**src/rtl/brk_arb.sv**
```systemverilog
// brk_arb -- data-break arbiter.
//
// Steals memory cycles from the CPU at instruction boundaries for up to four
// data-break channels. A transfer walks IDLE -> B0 (address) -> BW (wait,
// BW_CYCLES cycles) -> B1 (data) -> B2 (ack). From B2 it chains straight into
// another transfer when a different channel is still requesting.
//
// Configuration macro: BRK_ROUND_ROBIN_EN
//   defined   : rotating priority. The pointer moves to (acked channel + 1) mod 4.
//   undefined : fixed priority. Channel 0 is highest; there is no pointer.
//
// Ports:
//   clk         system clock, rising edge
//   reset       synchronous, active-high reset
//   instr_done  CPU at instruction boundary (one-cycle pulse)
//   brk_req     per-channel break request, level [0:3]
//   brk_write   per-channel direction, 1 = write to memory [0:3]
//   cpu_hold    stalls the CPU major-state sequencer
//   brk_grant   one-hot owner of the memory mux, all-zero = CPU [0:3]
//   mem_we      one-cycle RAM write strobe (B1 of a write transfer)
//   brk_ack     one-cycle completion pulse to the granted channel [0:3]
//   brk_busy    arbiter is outside IDLE
module brk_arb #(
  parameter int BW_CYCLES = 1
) (
  input  logic       clk,
  input  logic       reset,
  input  logic       instr_done,
  input  logic [0:3] brk_req,
  input  logic [0:3] brk_write,
  output logic       cpu_hold,
  output logic [0:3] brk_grant,
  output logic       mem_we,
  output logic [0:3] brk_ack,
  output logic       brk_busy
);

  typedef enum logic [2:0] {
    S_IDLE = 3'd0,
    S_B0   = 3'd1,
    S_BW   = 3'd2,
    S_B1   = 3'd3,
    S_B2   = 3'd4
  } state_t;

  state_t     state_q, state_d;
  logic [1:0] wait_q, wait_d;
  logic [0:3] grant_q, grant_d;
  logic       hold_q, hold_d;
  logic       we_q, we_d;
  logic [0:3] ack_q, ack_d;
  logic [1:0] idle_start_s;
  logic [1:0] b2_start_s;
  logic [0:3] others_s;

  // Index of the single set bit of a one-hot channel vector.
  function automatic logic [1:0] onehot_idx(input logic [0:3] v);
    logic [1:0] idx;
    idx = 2'd0;
    for (int i = 0; i < 4; i++) begin
      if (v[i]) idx = 2'(i);
    end
    return idx;
  endfunction

  // First requesting channel found when searching upward from 'start' (wrapping).
  function automatic logic [0:3] pick(input logic [0:3] req, input logic [1:0] start);
    logic [0:3] res;
    logic       found;
    logic [1:0] idx;
    res   = 4'b0000;
    found = 1'b0;
    for (int k = 0; k < 4; k++) begin
      idx = start + 2'(k);
      if (!found && req[idx]) begin
        res[idx] = 1'b1;
        found    = 1'b1;
      end
    end
    return res;
  endfunction

  // Requests that may chain from B2. The just-acked channel is excluded.
  assign others_s = brk_req & ~grant_q;

`ifdef BRK_ROUND_ROBIN_EN
  logic [1:0] ptr_q, ptr_d;

  // The pointer advances past the channel acknowledged in B2.
  always_comb begin
    ptr_d = ptr_q;
    if (state_q == S_B2) begin
      ptr_d = onehot_idx(grant_q) + 2'd1;
    end else begin
      ptr_d = ptr_q;
    end
  end

  assign idle_start_s = ptr_q;
  assign b2_start_s   = ptr_d;

  // Rotation pointer register.
  always_ff @(posedge clk) begin
    if (reset) ptr_q <= 2'd0;
    else       ptr_q <= ptr_d;
  end
`else
  assign idle_start_s = 2'd0;
  assign b2_start_s   = 2'd0;
`endif

  // Next-state, winner selection and wait counter.
  always_comb begin
    state_d = state_q;
    wait_d  = wait_q;
    grant_d = grant_q;
    case (state_q)
      S_IDLE: begin
        if (instr_done && (|brk_req)) begin
          state_d = S_B0;
          grant_d = pick(brk_req, idle_start_s);
        end else begin
          grant_d = 4'b0000;
        end
      end
      S_B0: begin
        state_d = S_BW;
        wait_d  = 2'(BW_CYCLES);
      end
      S_BW: begin
        if (wait_q <= 2'd1) begin
          state_d = S_B1;
          wait_d  = 2'd0;
        end else begin
          wait_d  = wait_q - 2'd1;
        end
      end
      S_B1: state_d = S_B2;
      S_B2: begin
        if (|others_s) begin
          state_d = S_B0;
          grant_d = pick(others_s, b2_start_s);
        end else begin
          state_d = S_IDLE;
          grant_d = 4'b0000;
        end
      end
      default: begin
        state_d = S_IDLE;
        wait_d  = 2'd0;
        grant_d = 4'b0000;
      end
    endcase
  end

  // Outputs are decoded from the next state so that they are registered
  // and line up with the state they describe.
  always_comb begin
    hold_d = (state_d != S_IDLE);
    we_d   = (state_d == S_B1) && (|(grant_d & brk_write));
    ack_d  = (state_d == S_B2) ? grant_d : 4'b0000;
  end

  // State and output registers.
  always_ff @(posedge clk) begin
    if (reset) begin
      state_q <= S_IDLE;
      wait_q  <= 2'd0;
      grant_q <= 4'b0000;
      hold_q  <= 1'b0;
      we_q    <= 1'b0;
      ack_q   <= 4'b0000;
    end else begin
      state_q <= state_d;
      wait_q  <= wait_d;
      grant_q <= grant_d;
      hold_q  <= hold_d;
      we_q    <= we_d;
      ack_q   <= ack_d;
    end
  end

  assign cpu_hold  = hold_q;
  assign brk_busy  = hold_q;
  assign brk_grant = grant_q;
  assign mem_we    = we_q;
  assign brk_ack   = ack_q;

endmodule
```
**config.mk**
```make
export PLATFORM = sky130hd
export DESIGN_NAME = brk_arb
export DESIGN_NICKNAME = d
export VERILOG_FILES = /design/src/rtl/brk_arb.sv
export SDC_FILE = /design/constraint.sdc
export NUM_CORES = 1
export LEC_CHECK = 0
export CORE_MARGIN = 3
export CORE_UTILIZATION = 40
export DETAILED_ROUTE_END_ITERATION = 7
export HOLD_SLACK_MARGIN = 0.08
export PLACE_DENSITY = 0.78
export SETUP_SLACK_MARGIN = 0.2
export SLEW_MARGIN = 25
export SYNTH_ARGS = -nofsm -noshare
export SYNTH_HDL_FRONTEND = slang
export SYNTH_SLANG_ARGS = --single-unit
export TNS_END_PERCENT = 10
```
**constraint.sdc**
```tcl
create_clock -name clk -period 1.5 [get_ports clk]
set_input_delay 0.3 -clock clk [delete_from_list [all_inputs] [get_ports clk]]
set_output_delay 0.3 -clock clk [all_outputs]
set_load 0.01 [all_outputs]
```
==> impl_metrics.csv, run 1 <==
group,metric,value,unit
worst_setup_path,cp_max_fo,8,
global_routing,antenna_found_initial,0,
clock_tree,cts_tree,"yes",
placed_design,io_buffers,21,
routing,drt_iter0_drc,14,
outcome,outcome,"finished, final reports clean",
floorplan,die_w,49.5,um
finish,antennaDiodeCount,0,
yosys,yosysUniqueCellTypes,35,
worst_setup_path,crit_end,"mem_we",
timing,relSlewSlack,0.791,
clock_tree,clkLatencyLatePin,0.28,ns
yosys,syn_avg_cell_area,8.51,sq um
timing,final.period_utilization,0.932,
timing,worst_pin_slew,0.313,ns
clock_tree,clock-root-buffer,"clkbuf_4",
routing,vias,774,
hold_path,hold_path.class,"flip-flop to flip-flop",
worst_setup_path,critPathRequiredTime,1.73,ns
yosys,ys_top_cells_by_area,"dfxtp_1 40%, nor2_1 8.4%, inv_1 4.5%",
placed_design,dp_hpwl,1.46,mm
yosys,synth-seq-area-share,0.397,
floorplan,start_util,0.429,
clock_tree,h-tree-depth,1,
finish,layout-drive-gt1-share,0.315,
worst_setup_path,cp-end-kind,"flip-flop",
timing,tns,0,ns
pwr,vdd_ir_drop_max,0.587,mV
global_routing,grt_overflow,0,
finish,mostFrequentLayoutCells,"15 x nor2_1, 15 x dlygate4sd2_1, 14 x buf_4",
worst_setup_path,reg2regPathDepth,5,
routing,first_pass_iters,4,
timing,rsz0062_at_grt,"yes",
global_routing,grt_pass1_vias,799,
finish,n_fill_cell,150,
worst_setup_path,cp-startpoint,"state_q[2]",
worst_setup_path,crit_type,"flip-flop to flip-flop",
clock_tree,ctsLongestPathBuffers,2,
routing,route.detailed.drc,0,
timing,finalHoldViolations,0,
yosys,synth_nets,100,
yosys,synth_seq_cells,15,
worst_setup_path,worstPathArrival,1.63,ns
finish,final_nets,136,
routing,wl_per_cell,13.9,um
yosys,syn_area,757,sq um
floorplan,core_area,1760,sq um
job,max-cap-violations,0,
timing,finClkSkew,0.00150,ns
routing,wl,2.08,mm
clock_tree,cts_buffers,3,
routing,routed_via_density,5.19,
pwr,p_per_area,900,nW/um^2
clock_tree,clk_pin_slew_worst_paths,0.09,ns
yosys,synth_top_area_share,0.397,
floorplan,dieArea,2450,sq um
worst_setup_path,worst_setup_path_start_kind,"flip-flop",
worst_setup_path,timing.rr.end,"mem_we",
timing,finalWorstSetupSlack,0.102,ns
timing,hold_ws,0.495,ns
timing,setup_viol,0,
timing,final-max-slew-violation-count,0,
worst_setup_path,r2r-start,"state_q[2]",
timing,timing.final.crit_period,1.40,ns
yosys,synthCells,89,
placed_design,place_ws,-0.356,ns
global_routing,grt_usage,0.182,
timing,clock.fmax,715,MHz
routing,antenna_left,0,
floorplan,rows,15,
yosys,yosys.area.top_type,"dfxtp_1",
placed_design,finalWeightedCongestion,0.847,
clock_tree,cts_sinks,15,
yosys,yosysWarnings,0,
global_routing,grt_pass1_wl,3.51,mm
finish,synthToLayoutAreaGrowth,55.2,%
global_routing,grt_max_degree,11,
pwr,p_leak,0.521,nW
worst_setup_path,worst-r2r-setup-slack,0.10,ns
hold_path,min_from,"wait_q[1]",
floorplan,die_h,49.5,um
floorplan,ios,22,
layer usage:
| layer | part of all wire | routed length, um | vias to the layer above | track usage |
|---|---|---|---|---|
| met5 | 0 | 0 | - | 0 |
| met4 | 0.0034 | 7 | 0 | 0.0691 |
| met3 | 0.045 | 93 | 2 | 0.0332 |
| met2 | 0.53 | 1090 | 16 | 0.321 |
| met1 | 0.42 | 882 | 376 | 0.219 |
| li1 | - | - | 380 | - |
power by group:
part	internal, mW	switching (mW)	total (mW)
clock	0.103	0.127	0.230
sequential	0.429	0.0372	0.466
combinational	0.193	0.170	0.362
synthesized netlist by cell type:
cell       count
dfxtp_1       15
o21ba_1        1
nand2b_1       5
o31a_2         1
o32a_1         1
buf_4          4
nand4_1        1
xnor2_1        1
o22ai_2        1
o21a_1         2
nor2_1        17
nor4bb_1       2
o41ai_1        1
or2_1          1
or4_4          1
buf_6          1
nor3_1         1
a311o_1        1
a221o_1        1
o211a_1        1
nand2_1        3
nand3b_1       1
a31oi_1        1
inv_1          9
clkbuf_1       1
nor4_1         2
nor2b_1        1
nor3b_2        1
o21ai_0        2
a21oi_1        4
nor3_2         1
o2111ai_1      1
a32oi_1        1
nand4b_1       1
o22ai_1        1
critical path, stage by stage, from the launching register on:
cell	delay (ns)
dfxtp_4	0.39
nor3b_4	0.25
a21oi_2	0.08
a221o_1	0.37
o22ai_2	0.15
o21a_1	0.12
sequential cells by signal, summed over array words and instances, names as in the netlist:
name	cells
wait_q	2
brk_ack	4
brk_busy	1
state_q	3
mem_we	1
brk_grant	4
kinds of logic after synthesis:
kind of cell,count (synthesis),share of synthesized area
and+or+nand+nor,38,0.281
buffers and inverters,15,0.104
xor gates and xnor gates,1,0.0116
AOI/OAI and AO/OA,20,0.207
DFF,15,0.397
how the worst min path moves through the flow:
stage / cells past startpoint / end / slack (ns)
floorplan: 1 / wait_q[1] / 0.45
CTS: 1 / wait_q[1] / 0.49
global placement: 1 / wait_q[1] / 0.47
detailed placement: 1 / wait_q[1] / 0.47
finish: 1 / wait_q[1] / 0.50
global route: 1 / wait_q[1] / 0.51
final cells by class:
cell class              count  area, sq um  area share
inverters                   9         33.8      0.0288
multi-input cells          59          452       0.384
flip-flops and latches     15          312       0.265
repair buffers             37          320       0.273
clock buffers               4         26.3      0.0224
well taps                  25         31.3      0.0266
metrics by stage:
step,util,power (mW),instance area (sq um),cells
floorplan,-,0.666,779,89
global placement,0.600,0.776,1060,141
detailed placement,0.600,0.784,1060,141
CTS,0.643,1.04,1130,147
global route,0.666,1.12,1170,149
finish,0.666,1.06,1170,149
timing repair:
item / in CTS / in global routing
gates resized for setup: 31 / 5
setup endpoints to repair: 23 / 13
setup buffers: 2 / 2
pin swaps: 10 / 10
hold buffers: 0 / 0
No activity file was read; power rests on OpenSTA's default activity.
==> inputs of run 2 (changes only) <==
Settings changed: GPL_ROUTABILITY_DRIVEN set to 0, SLEW_MARGIN 25 to 20.
==> results of run 2 <==
The final DEF is identical to that of run 1; final timing and power are the same.
==> inputs of run 3 (changes only) <==
Settings changed: MAX_ROUTING_LAYER set to met4.
==> run 3 against run 2 <==
  * Worst setup slack worse by 0.0037 ns
  * Die area unchanged
  * Clock power about the same
  * Critical path depth unchanged
  * Sequential cell count unchanged
  * Sequential share of layout area unchanged
  * Final area unchanged
  * Total power about the same
  * Sequential power about the same
  * Register-to-register slack about the same
  * Critical path type unchanged
  * Critical endpoint unchanged
==> impl_metrics.csv, run 3 (synthesis gave the netlist of run 1 again) <==
group,metric,value,unit
global_routing,grt_pass1_wl,3.51,mm
timing,setup_viol,0,
timing,worst_pin_slew,0.314,ns
pwr,p_per_area,900,nW/um^2
finish,instances_no_fill,149,
finish,antennaDiodeCount,0,
worst_setup_path,cp_max_fo,8,
pwr,power_frac_clock,0.217,
placed_design,io_buffers,21,
finish,layout-drive-gt1-share,0.315,
routing,dr.max_layer_used,"met4",
clock_tree,clk_pin_slew_worst_paths,0.09,ns
clock_tree,h-tree-depth,1,
global_routing,grt_max_degree,11,
timing,hold_ws,0.495,ns
outcome,outcome,"finished, final reports clean",
clock_tree,ctsLongestPathBuffers,2,
worst_setup_path,critPathRequiredTime,1.73,ns
clock_tree,cts_buffers,3,
timing,timing.final.crit_period,1.40,ns
timing,finClkSkew,0.00132,ns
pwr,p_leak,0.521,nW
routing,drt-met1-wl,887,um
routing,wl_met3,95,um
worst_setup_path,worstPathArrival,1.63,ns
global_routing,grt_pass1_vias,798,
floorplan,start_util,0.429,
routing,wl_per_cell,13.9,um
hold_path,hold_path.class,"flip-flop to flip-flop",
routing,routed_via_density,5.20,
placed_design,place_ws,-0.356,ns
timing,rsz0062_at_grt,"yes",
worst_setup_path,critical_path.max_stage_delay,0.39,ns
global_routing,antenna_found_initial,0,
timing,clock.fmax,713,MHz
placed_design,dpl.cell_count,141,
timing,final.period_utilization,0.935,
routing,wl,2.07,mm
worst_setup_path,worst_setup_path_start_kind,"flip-flop",
timing,final-max-slew-violation-count,0,
finish,multi_input_area,452,sq um
routing,vias,775,
placed_design,dp_hpwl,1.46,mm
clock_tree,ctsHoldBuffers,0,
pwr,pwr-share-seq,0.440,
floorplan,die_h,49.5,um
floorplan,rows,15,
timing,relSlewSlack,0.791,
finish,synthToLayoutAreaGrowth,55.2,%
floorplan,core_area,1760,sq um
floorplan,die_w,49.5,um
finish,mostFrequentLayoutCells,"15 x nor2_1, 15 x dlygate4sd2_1, 14 x buf_4",
pwr,p_switching,0.334,mW
timing,finalWorstSetupSlack,0.0979,ns
clock_tree,cts_sinks,15,
worst_setup_path,worstPathCellList,"nor3b_4, a21oi_2, a221o_1, o22ai_2, o21a_1",
global_routing,grt_usage,0.187,
routing,first_pass_iters,4,
finish,final_nets,136,
pwr,intPower,0.724,mW
routing,dr_wl_met2,1.07,mm
floorplan,dieArea,2450,sq um
worst_setup_path,cp_slowest_cell,"dfxtp_4",
placed_design,post_dp_cell_area,1060,sq um
timing,finalHoldViolations,0,
pwr,switching_share,0.315,
routing,drt_iter0_drc,15,
routing,antenna_left,0,
clock_tree,clock-root-buffer,"clkbuf_4",
job,max-cap-violations,0,
clock_tree,cts_tree,"yes",
finish,n_fill_cell,150,
clock_tree,clkLatencyLatePin,0.28,ns
finish,seqCellArea,312,sq um
finish,design_area,1170,sq um
floorplan,ios,22,
worst_setup_path,crit_type,"flip-flop to flip-flop",
global_routing,grt_overflow,0,
routing,route.detailed.drc,0,
worst_setup_path,cp-end-kind,"flip-flop",
pwr,vdd_ir_drop_max,0.587,mV
pwr,p_comb_frac,0.343,
run 3: cell counts in the layout (fill, tap and decap cells not counted):
Identical to the previous run, type by type.
run 3: worst paths after layout:
| check | start | end | slack (ns) | depth (start not counted) |
|---|---|---|---|---|
| worst max-delay path | state_q[2] | mem_we | 0.1 | 5 |
| worst min-delay path | wait_q[1] | wait_q[1] | 0.50 | 1 |
| worst max register to register | state_q[2] | mem_we | 0.1 | 5 |
| worst min register to register | wait_q[1] | wait_q[1] | 0.50 | 1 |
run 3: what timing repair did:
| action | 4_1_cts | 5_1_grt |
|---|---|---|
| buffers inserted | 2 | 2 |
| gates resized for setup | 31 | 5 |
| pin swaps | 10 | 10 |
| endpoints found under the hold margin | 0 | 0 |
| endpoints found under the setup margin | 23 | 13 |
run 3: through the flow:
stage | setup TNS, ns | power (mW) | utilization
6_report | 0 | 1.06 | 0.666
4_1_cts | 0 | 1.04 | 0.643
3_5_place_dp | -2.78 | 0.784 | 0.600
2_1_floorplan | 0 | 0.666 | -
3_3_place_gp | -2.56 | 0.776 | 0.600
5_1_grt | 0 | 1.12 | 0.666
run 3: final cells by class:
cell class                 instances  share of cell area
clock buffer                       4              0.0224
inverter                           9              0.0288
multi-input combinational         59               0.384
sequential                        15               0.265
tap                               25              0.0266
timing repair buffer              37               0.273
run 3: power by group through the flow:
stage               registers, mW  logic [mW]  clock network [mW]
finish                      0.465       0.362               0.230
global route                0.470       0.396               0.253
CTS                         0.462       0.339               0.238
detailed placement          0.472       0.313                   0
global placement            0.472       0.304                   0
floorplan                   0.458       0.208                   0
run 3: critical path, delay by kind of cell (launching register included):
kind,cells,cell delay [ns]
AOI/OAI and AO/OA,4,0.72
DFF,1,0.39
and+or+nand+nor,1,0.25
run 3: metal layers:
metal	track usage	vias up
met1	0.219	371
met3	0.0332	2
met5	-	-
met4	0.0691	0
li1	-	380
met2	0.321	22
==> RTL change: new RTL, settings of run 1 <==
Build with the macro `BRK_ROUND_ROBIN_EN` defined.
--- a/src/rtl/brk_arb.sv
+++ b/src/rtl/brk_arb.sv
@@ -20,6 +20,8 @@
 //   mem_we      one-cycle RAM write strobe (B1 of a write transfer)
 //   brk_ack     one-cycle completion pulse to the granted channel [0:3]
 //   brk_busy    arbiter is outside IDLE
+`define BRK_ROUND_ROBIN_EN
+
 module brk_arb #(
   parameter int BW_CYCLES = 1
 ) (
Formal check against the unedited RTL: not equivalent (a bounded check fails within 10 cycles, from zero or initial values and one cycle with reset high).
==> RTL change against run 1 <==
Setup slack worse by 1.4 ns; via count up 140%; the run now ends with setup timing left; total power up 28%; combinational power up 43%; sequential power up 4.7%; utilization down 1.5 points; sequential cell count up 2; final area up 110%; wire length up 150%; count of clock-buffer cells in the layout unchanged; area after synthesis up 120%; critical endpoint unchanged.
==> RTL change: results (changes against run 1) <==
| Metric | Value |
|---|---|
| Status | `finished, violations left` |
| Failing checks | `setup timing` |
| GP Congestion | `0.970 (+15%)` |
| Hold_ws | `0.514 ns (+0.0191 ns)` |
| Clk slew on worst S/H paths | `0.06 ns (-0.03 ns)` |
| Tot GR Track Use | `0.215 (+0.0327)` |
| CP max-delay cell | `or3b_4` |
| Nets@finish | `304 (+120%)` |
| Worst-path maximum fanout | `6 (-2)` |
| Clk_skew | `0.00243 ns (+0.000930 ns)` |
| Post-layout worst setup margin | `-1.29 ns (-1.39 ns)` |
| XOR/XNOR Fraction of Synth Area | `0 (-0.0116)` |
| Post-detail-place hpwl | `3.96 mm (+170%)` |
| R2R Path Start | `state_q[0]` |
| Post-DP Area | `2360 sq um (+120%)` |
| Post-synthesis adder-cell area fraction | `0.106 (+0.106)` |
| # setup viols final | `11 (+11)` |
| FILL cells | `323 (+120%)` |
| Worst-margin pin slew | `0.494 ns (+0.180 ns)` |
| Mux share of post-synthesis cell area | `0.103 (+0.103)` |
| R2R cell count | `12 (+7)` |
| Vias | `1821 (+140%)` |
| Worst vdd ir | `0.604 mV (+2.8%)` |
| Clock root buffer | `clkbuf_8` |
| Critical Path Max Stage Delay | `0.43 ns (+0.04 ns)` |
[RTL change: changes by cell type after synthesis, moves of 7 or more]
cell	run 1	this run
o21ai_0	2	9
mux2i_1	0	7
nor2b_1	1	8
a21oi_1	4	11
ha_1	0	14
nor2_1	17	24
clkbuf_1	1	8
[RTL change: area by class of cell]
class	count	area share
timing repair buffer	85	0.276
inverter	10	0.0161
multi-input combinational	162	0.526
clock buffer	4	0.0181
sequential	17	0.140
tap	48	0.0241
[RTL change: worst reg2reg max path, cell delays in order, from the launching register on]
cell	delay, ns
dfxtp_2	0.32
or3b_4	0.43
mux2_4	0.34
inv_4	0.07
ha_4	0.24
buf_6	0.13
nand4_1	0.07
a21oi_2	0.04
o31a_1	0.29
a2111o_1	0.40
a21oi_2	0.14
o22a_1	0.15
a31oi_1	0.07
[RTL change: what timing repair did]
action,in CTS,in global routing
pin swaps,10,2
endpoints found under the setup margin,24,19
resized for setup,27,11
buffers inserted,3,0
endpoints found under the hold margin,0,0
[RTL change: layer usage]
| metal | vias up | wire (um) | part of all wire | GRT usage |
|---|---|---|---|---|
| met1 | 854 | 2400 | 0.47 | 0.287 |
| met2 | 53 | 2380 | 0.46 | 0.357 |
| met5 | - | 0 | 0 | 0 |
| li1 | 909 | - | - | - |
| met3 | 5 | 293 | 0.057 | 0.0288 |
| met4 | 0 | 67 | 0.013 | 0.0660 |
[RTL change: kinds of logic (layout without fill, tap and decap cells)]
logic type,count (synthesis),count (layout)
AOI/OAI and AO/OA,54,54
adders and majority gates,14,14
buffers and inverters,23,99
DFF,17,17
muxes,13,13
and+or+nand+nor,81,81
[RTL change: where the power goes]
group          switching (uW)  internal [uW]
Sequential               14.2            473
Clock                     155            189
Combinational             251            267
Total                     420            929
